$ cat src/rtl/hazard_mcycle_ctrl.sv
// Pipeline sequencing controller for a 5-stage (F/D/E/M/W) core.
// Produces the E-stage operand forwarding selects, load-use stalls and
// branch flushes. A small handshake FSM holds the pipe while the multi-cycle
// MUL/DIV unit works on the E-stage instruction, and abandons the operation
// after TIMEOUT wait cycles. A saturating counter tracks fetch-stall cycles.
module hazard_mcycle_ctrl #(
  parameter int unsigned TIMEOUT = 64,  // max WAIT cycles, must be >= 2
  parameter int unsigned CNT_W   = 16   // width of the stall-cycle counter
) (
  input  logic             CLK,
  input  logic             Reset_n,
  input  logic [3:0]       RA1D,
  input  logic [3:0]       RA2D,
  input  logic [3:0]       RA1E,
  input  logic [3:0]       RA2E,
  input  logic [3:0]       WA3E,
  input  logic [3:0]       WA3M,
  input  logic [3:0]       WA3W,
  input  logic             RegWriteE,
  input  logic             RegWriteM,
  input  logic             RegWriteW,
  input  logic             MemtoRegE,
  input  logic             BranchTakenE,
  input  logic             MOpE,
  input  logic             MDone,
  output logic [1:0]       ForwardAE,
  output logic [1:0]       ForwardBE,
  output logic             StallF,
  output logic             StallD,
  output logic             StallE,
  output logic             FlushD,
  output logic             FlushE,
  output logic             FlushM,
  output logic             MStart,
  output logic             MErr,
  output logic [CNT_W-1:0] StallCnt
);

  // Timeout counter only has to reach TIMEOUT-1.
  localparam int unsigned TW = (TIMEOUT > 2) ? $clog2(TIMEOUT) : 1;
  localparam logic [TW-1:0] TLast = TW'(TIMEOUT - 1);
  localparam logic [CNT_W-1:0] CntMax = {CNT_W{1'b1}};

  typedef enum logic [1:0] {
    StIdle,
    StLaunch,
    StWait
  } state_e;

  // r15 is the PC and is never forwarded from the pipeline.
  localparam logic [3:0] RegPc = 4'd15;

  state_e           r_state;
  state_e           w_state_d;
  logic [TW-1:0]    r_tcnt;
  logic [TW-1:0]    w_tcnt_d;
  logic             r_merr;
  logic             w_merr_d;
  logic [CNT_W-1:0] r_cnt;
  logic [CNT_W-1:0] w_cnt_d;

  logic [1:0]       w_fwd_a;
  logic [1:0]       w_fwd_b;
  logic             w_ldr_stall;
  logic             w_mbusy;
  logic             w_mstart;
  logic             w_stall_fd;
  logic             w_flush_e;

  // Forward select for one E-stage source: M result has priority over W.
  function automatic logic [1:0] fwd_sel(input logic [3:0] ra, input logic rw_m,
                                         input logic [3:0] wa_m, input logic rw_w,
                                         input logic [3:0] wa_w);
    logic [1:0] sel;
    sel = 2'b00;
    if (rw_m && (wa_m == ra) && (wa_m != RegPc)) begin
      sel = 2'b10;
    end else if (rw_w && (wa_w == ra) && (wa_w != RegPc)) begin
      sel = 2'b01;
    end
    return sel;
  endfunction

  // Operand forwarding selects for both E-stage sources.
  always_comb begin
    w_fwd_a = fwd_sel(RA1E, RegWriteM, WA3M, RegWriteW, WA3W);
    w_fwd_b = fwd_sel(RA2E, RegWriteM, WA3M, RegWriteW, WA3W);
  end

  // Load-use hazard: D reads the register a load in E is about to write.
  always_comb begin
    w_ldr_stall = MemtoRegE & RegWriteE & ((WA3E == RA1D) | (WA3E == RA2D));
  end

  // Multi-cycle handshake: next state, timeout count, busy and start pulse.
  always_comb begin
    w_state_d = r_state;
    w_tcnt_d  = r_tcnt;
    w_merr_d  = r_merr;
    w_mbusy   = 1'b0;
    w_mstart  = 1'b0;
    unique case (r_state)
      StIdle: begin
        // Hold the pipe from the very cycle the op reaches E.
        w_mbusy = MOpE;
        if (MOpE) begin
          w_state_d = StLaunch;
        end
      end
      StLaunch: begin
        w_mbusy   = 1'b1;
        w_mstart  = 1'b1;
        w_tcnt_d  = '0;
        w_state_d = StWait;
      end
      StWait: begin
        if (MDone) begin
          // Result valid: E advances on this same edge.
          w_state_d = StIdle;
        end else begin
          w_mbusy = 1'b1;
          if (r_tcnt == TLast) begin
            w_merr_d  = 1'b1;
            w_state_d = StIdle;
          end else begin
            w_tcnt_d = r_tcnt + TW'(1);
          end
        end
      end
      default: begin
        w_state_d = StIdle;
      end
    endcase
  end

  // Stall and flush combination; a taken branch overrides the F/D hold.
  always_comb begin
    w_stall_fd = (w_ldr_stall | w_mbusy) & ~BranchTakenE;
    w_flush_e  = BranchTakenE | (w_ldr_stall & ~w_mbusy);
  end

  // Saturating count of cycles with the fetch stage held.
  always_comb begin
    w_cnt_d = r_cnt;
    if (w_stall_fd && (r_cnt != CntMax)) begin
      w_cnt_d = r_cnt + CNT_W'(1);
    end
  end

  // State registers; reset aborts any multi-cycle op immediately.
  always_ff @(posedge CLK or negedge Reset_n) begin
    if (!Reset_n) begin
      r_state <= StIdle;
      r_tcnt  <= '0;
      r_merr  <= 1'b0;
      r_cnt   <= '0;
    end else begin
      r_state <= w_state_d;
      r_tcnt  <= w_tcnt_d;
      r_merr  <= w_merr_d;
      r_cnt   <= w_cnt_d;
    end
  end

  // Every output is forced low while reset is held, including the
  // combinational ones.
  always_comb begin
    ForwardAE = Reset_n ? w_fwd_a : 2'b00;
    ForwardBE = Reset_n ? w_fwd_b : 2'b00;
    StallF    = Reset_n & w_stall_fd;
    StallD    = Reset_n & w_stall_fd;
    StallE    = Reset_n & w_mbusy;
    FlushD    = Reset_n & BranchTakenE;
    FlushE    = Reset_n & w_flush_e;
    FlushM    = Reset_n & w_mbusy;
    MStart    = Reset_n & w_mstart;
    MErr      = Reset_n & r_merr;
    StallCnt  = Reset_n ? r_cnt : '0;
  end

endmodule

$ cat config.mk
export PLATFORM = sky130hd
export DESIGN_NAME = hazard_mcycle_ctrl
export DESIGN_NICKNAME = d
export VERILOG_FILES = /design/src/rtl/hazard_mcycle_ctrl.sv
export SDC_FILE = /design/constraint.sdc
export NUM_CORES = 1
export LEC_CHECK = 0
export ABC_AREA = 1
export CAP_MARGIN = 25
export CORE_MARGIN = 3
export CORE_UTILIZATION = 42
export CTS_CLUSTER_SIZE = 20
export DETAILED_ROUTE_END_ITERATION = 12
export PLACE_DENSITY_LB_ADDON = 0.05
export SYNTH_ARGS = -nofsm -noshare
export SYNTH_HDL_FRONTEND = slang
export SYNTH_SLANG_ARGS = --single-unit
$ cat constraint.sdc
create_clock -name CLK -period 1.94 [get_ports CLK]
set_input_delay 0.485 -clock CLK [delete_from_list [all_inputs] [get_ports CLK]]
set_output_delay 0.485 -clock CLK [all_outputs]
set_load 0.05 [all_outputs]
==> metrics.txt <==
status=complete, but fails checks; violated checks=setup timing; crit path max-delay cell type=dfrtp_1; CP Capture Type=output port; GRT overflow=0; Core Region=between 0.004 and 0.005 mm2; CP Data Arrival Time=1.66 ns; clock tree sinks=25; post-synthesis mux area share=0%; RSZ-0062 raised after global routing=true; post-route setup slack=-0.203 ns; Critical Path RT=1.45 ns; Final Core Density=about three quarters; Worst Skew=0.00345 ns; syn nets=around 370; actual slew at the worst max-slew pin=between 0.3 and 0.4 ns; area delta synth->final=62.1%; FP Rows=24; Hold Crit Class=in -> async; Routed WL=5720 um; Final ANT Viol Nets=0; Post-Synth XOR/XNOR Area=roughly 5.6%; Crit Path Class=reg -> out; Residual DRC=0; pin count of the biggest net entering global routing=35; die height=75.9 um; Main synth FF type=dfrtp_1; #FFs+latches synth=25; Buf/Inv on CP=4; internal power=around 1.4 mW; period utilisation layout=110%; EDFF count, synth=0; initial core utilization=45.2%; H-tree Lvls=1; fin area=0.00332 mm2; critical-path maximum fanout=2; Leakage=1.80 nW; Die ar.=0.00575 mm2; FFs w/ async S/R, synth=100%; Synth Area in Compound Gates=7.26%; post-synthesis cell count=335; Slowest Stage Delay on Critical Path=0.44 ns; Synthesis Warnings=0; Clock Path Buffers=2; min Tclk post-route=2.14 ns; drt pass-1 iters=4; setup violators final=8; Max Fclk=0.467 GHz; Max Cap Violations=0; Total GRT Usage=20.8%; most frequent cells in the layout=nand2_1 (110), inv_1 (49), buf_4 (29), buf_12 (29), nor2_1 (28); most frequent cell on the critical path=nor2_4; part of the power in combinational logic=57.5%; Rel. slew slack=77.2%; Max IR drop VDD=634 uV; share of layout cells above drive strength 1=a little over 30%; commonest non-fill, non-tap cell in the layout=nand2_1; Port Buf Inserts=64; Largest delay share family, worst path=buffers and inverters; Routability Congestion=0.876; TritonCTS buffer count=3; share of power burned in registers=29.8%; routed length per instance=11.7 um; largest family of logic cells by synthesized area=simple AND/OR/NAND/NOR gates; # fillers=358; Syn Area/Cell=~6.1 um2; nets=roughly 470; sequential fraction of the synthesis area=30.5%; Initial DRC Count=~120; die width=75.9 um; via count=2316; Hold Fails Final Rpt=0; Psw=989 uW; first-pass GRT wire length=9490 um; Clock power frac=12.7%; adder-cell share of the synthesized area=1.22%; Worst-Skew Late Latency=~0.26 ns; I/O Pins=65; Synth Area in Simple Gates=between 40% and 50%; antenna violations before repair=0; CP Cell Sequence=inv_2 -> nand2_2 -> nor2_4 -> nor3_2 -> buf_4 -> buf_6 -> nor2_4 -> buf_12; Clk pin slew, worst setup/hold paths=0.08 ns; CTS tree=done; Pins Over Slew Limit=0; root buf cell=clkbuf_8; Cell Pwr Density=715 mW/mm2; Worst setup SP type=flop; vias in the first global route=2167; DP HPWL=4120 um; Placed Area=between 0.003 and 0.004 mm2; antenna diode count=0; Cell variety after synth=30; switch share=a little over two fifths; Mapped Area=0.00205 mm2; Vias/cell=4.73; Tot Pwr=2.38 mW
-- Yosys cell counts, types with 2 or more instances --
cell	instances	area [um2]
o22ai_1	2	12.5
o21ai_0	10	50.1
inv_1	64	240
nor3_1	8	40.0
nand4_1	22	138
clkbuf_1	3	11.3
nand3_2	2	20.0
dfrtp_1	25	626
a21oi_1	6	30.0
o2111ai_1	2	17.5
nor2_1	35	131
a221oi_1	2	17.5
xor2_1	12	105
and3_1	2	12.5
buf_2	2	10.0
ha_1	2	25.0
nand2_1	117	439
buf_4	2	15.0
nand3_1	6	30.0
-- stage by stage --
step / TNS (ns) / setup WS, ns / instances / hold WS, ns
final: -1.17 / -0.203 / 490 / 0.269
after global routing: -1.83 / -0.289 / 490 / 0.271
after CTS: -0.644 / -0.125 / 488 / 0.265
after detailed placement: -9.88 / -0.540 / 470 / 0.456
after global placement: -8.79 / -0.498 / 470 / 0.450
after floorplan: -0.661 / -0.224 / 335 / 0.189
-- worst paths after layout --
kind                             from         to  slack [ns]  cells after the start
max                        r_state[0]     StallE       -0.20                      8
min                           Reset_n  r_cnt[12]        0.27                      2
max reg2reg                r_state[0]  r_tcnt[5]        0.05                     14
min reg2reg                    r_merr     r_merr        0.50                      1
max in group asynchronous     Reset_n   r_cnt[0]        1.52                      2
min in group CLK               r_merr     r_merr        0.50                      1
-- sequential cells by signal, summed over array words and instances (netlist names) --
signal / cells
r_cnt: 16
r_tcnt: 6
r_state: 2
r_merr: 1
-- what timing repair did --
action | CTS | global route
hold endpoints to repair | 0 | 0
endpoints found under the setup margin | 25 | 16
pin swaps | 35 | 12
resized for setup | 117 | 22
hold buffers | 0 | 0
buffers inserted | 14 | 2
-- layer usage --
| metal | vias to the layer above | wire (um) | GRT usage, % |
|---|---|---|---|
| met2 | 58 | 2940 | 36.5 |
| li1 | 1226 | - | - |
| met5 | - | 0 | 0 |
| met3 | 10 | 249 | 4.35 |
| met1 | 1022 | 2430 | 26.2 |
| met4 | 0 | 99 | 4.47 |
-- kinds of logic (layout without fill, tap and decap cells) --
family,count (synthesis),count (layout)
and+or+nand+nor,196,196
buffers and inverters,74,164
AOI/OAI and AO/OA,25,25
DFF,25,25
xor gates and xnor gates,13,13
adders and majority gates,2,2
-- cell type report --
class	instances	area (um2)	area share [%]
Clock buffer	3	41.3	1.24
Timing Repair Buffer	94	1050	31.5
Clock inverter	1	5.00	0.151
Sequential cell	25	627	18.9
Tap cell	65	81.3	2.45
Inverter	66	263	7.91
Multi-Input combinational cell	236	1260	37.9
-- power groups by stage --
| stage | Combinational, mW | Sequential, mW | Clock [mW] |
|---|---|---|---|
| 6_report | 1.37 | 0.708 | 0.302 |
| 4_1_cts | 1.29 | 0.686 | 0.313 |
| 2_1_floorplan | 0.674 | 0.673 | 0 |
| 3_3_place_gp | 1.12 | 0.687 | 0 |
| 3_5_place_dp | 1.13 | 0.691 | 0 |
| 5_1_grt | 1.47 | 0.720 | 0.344 |
Note: power is estimated with default switching activity, not from simulation.
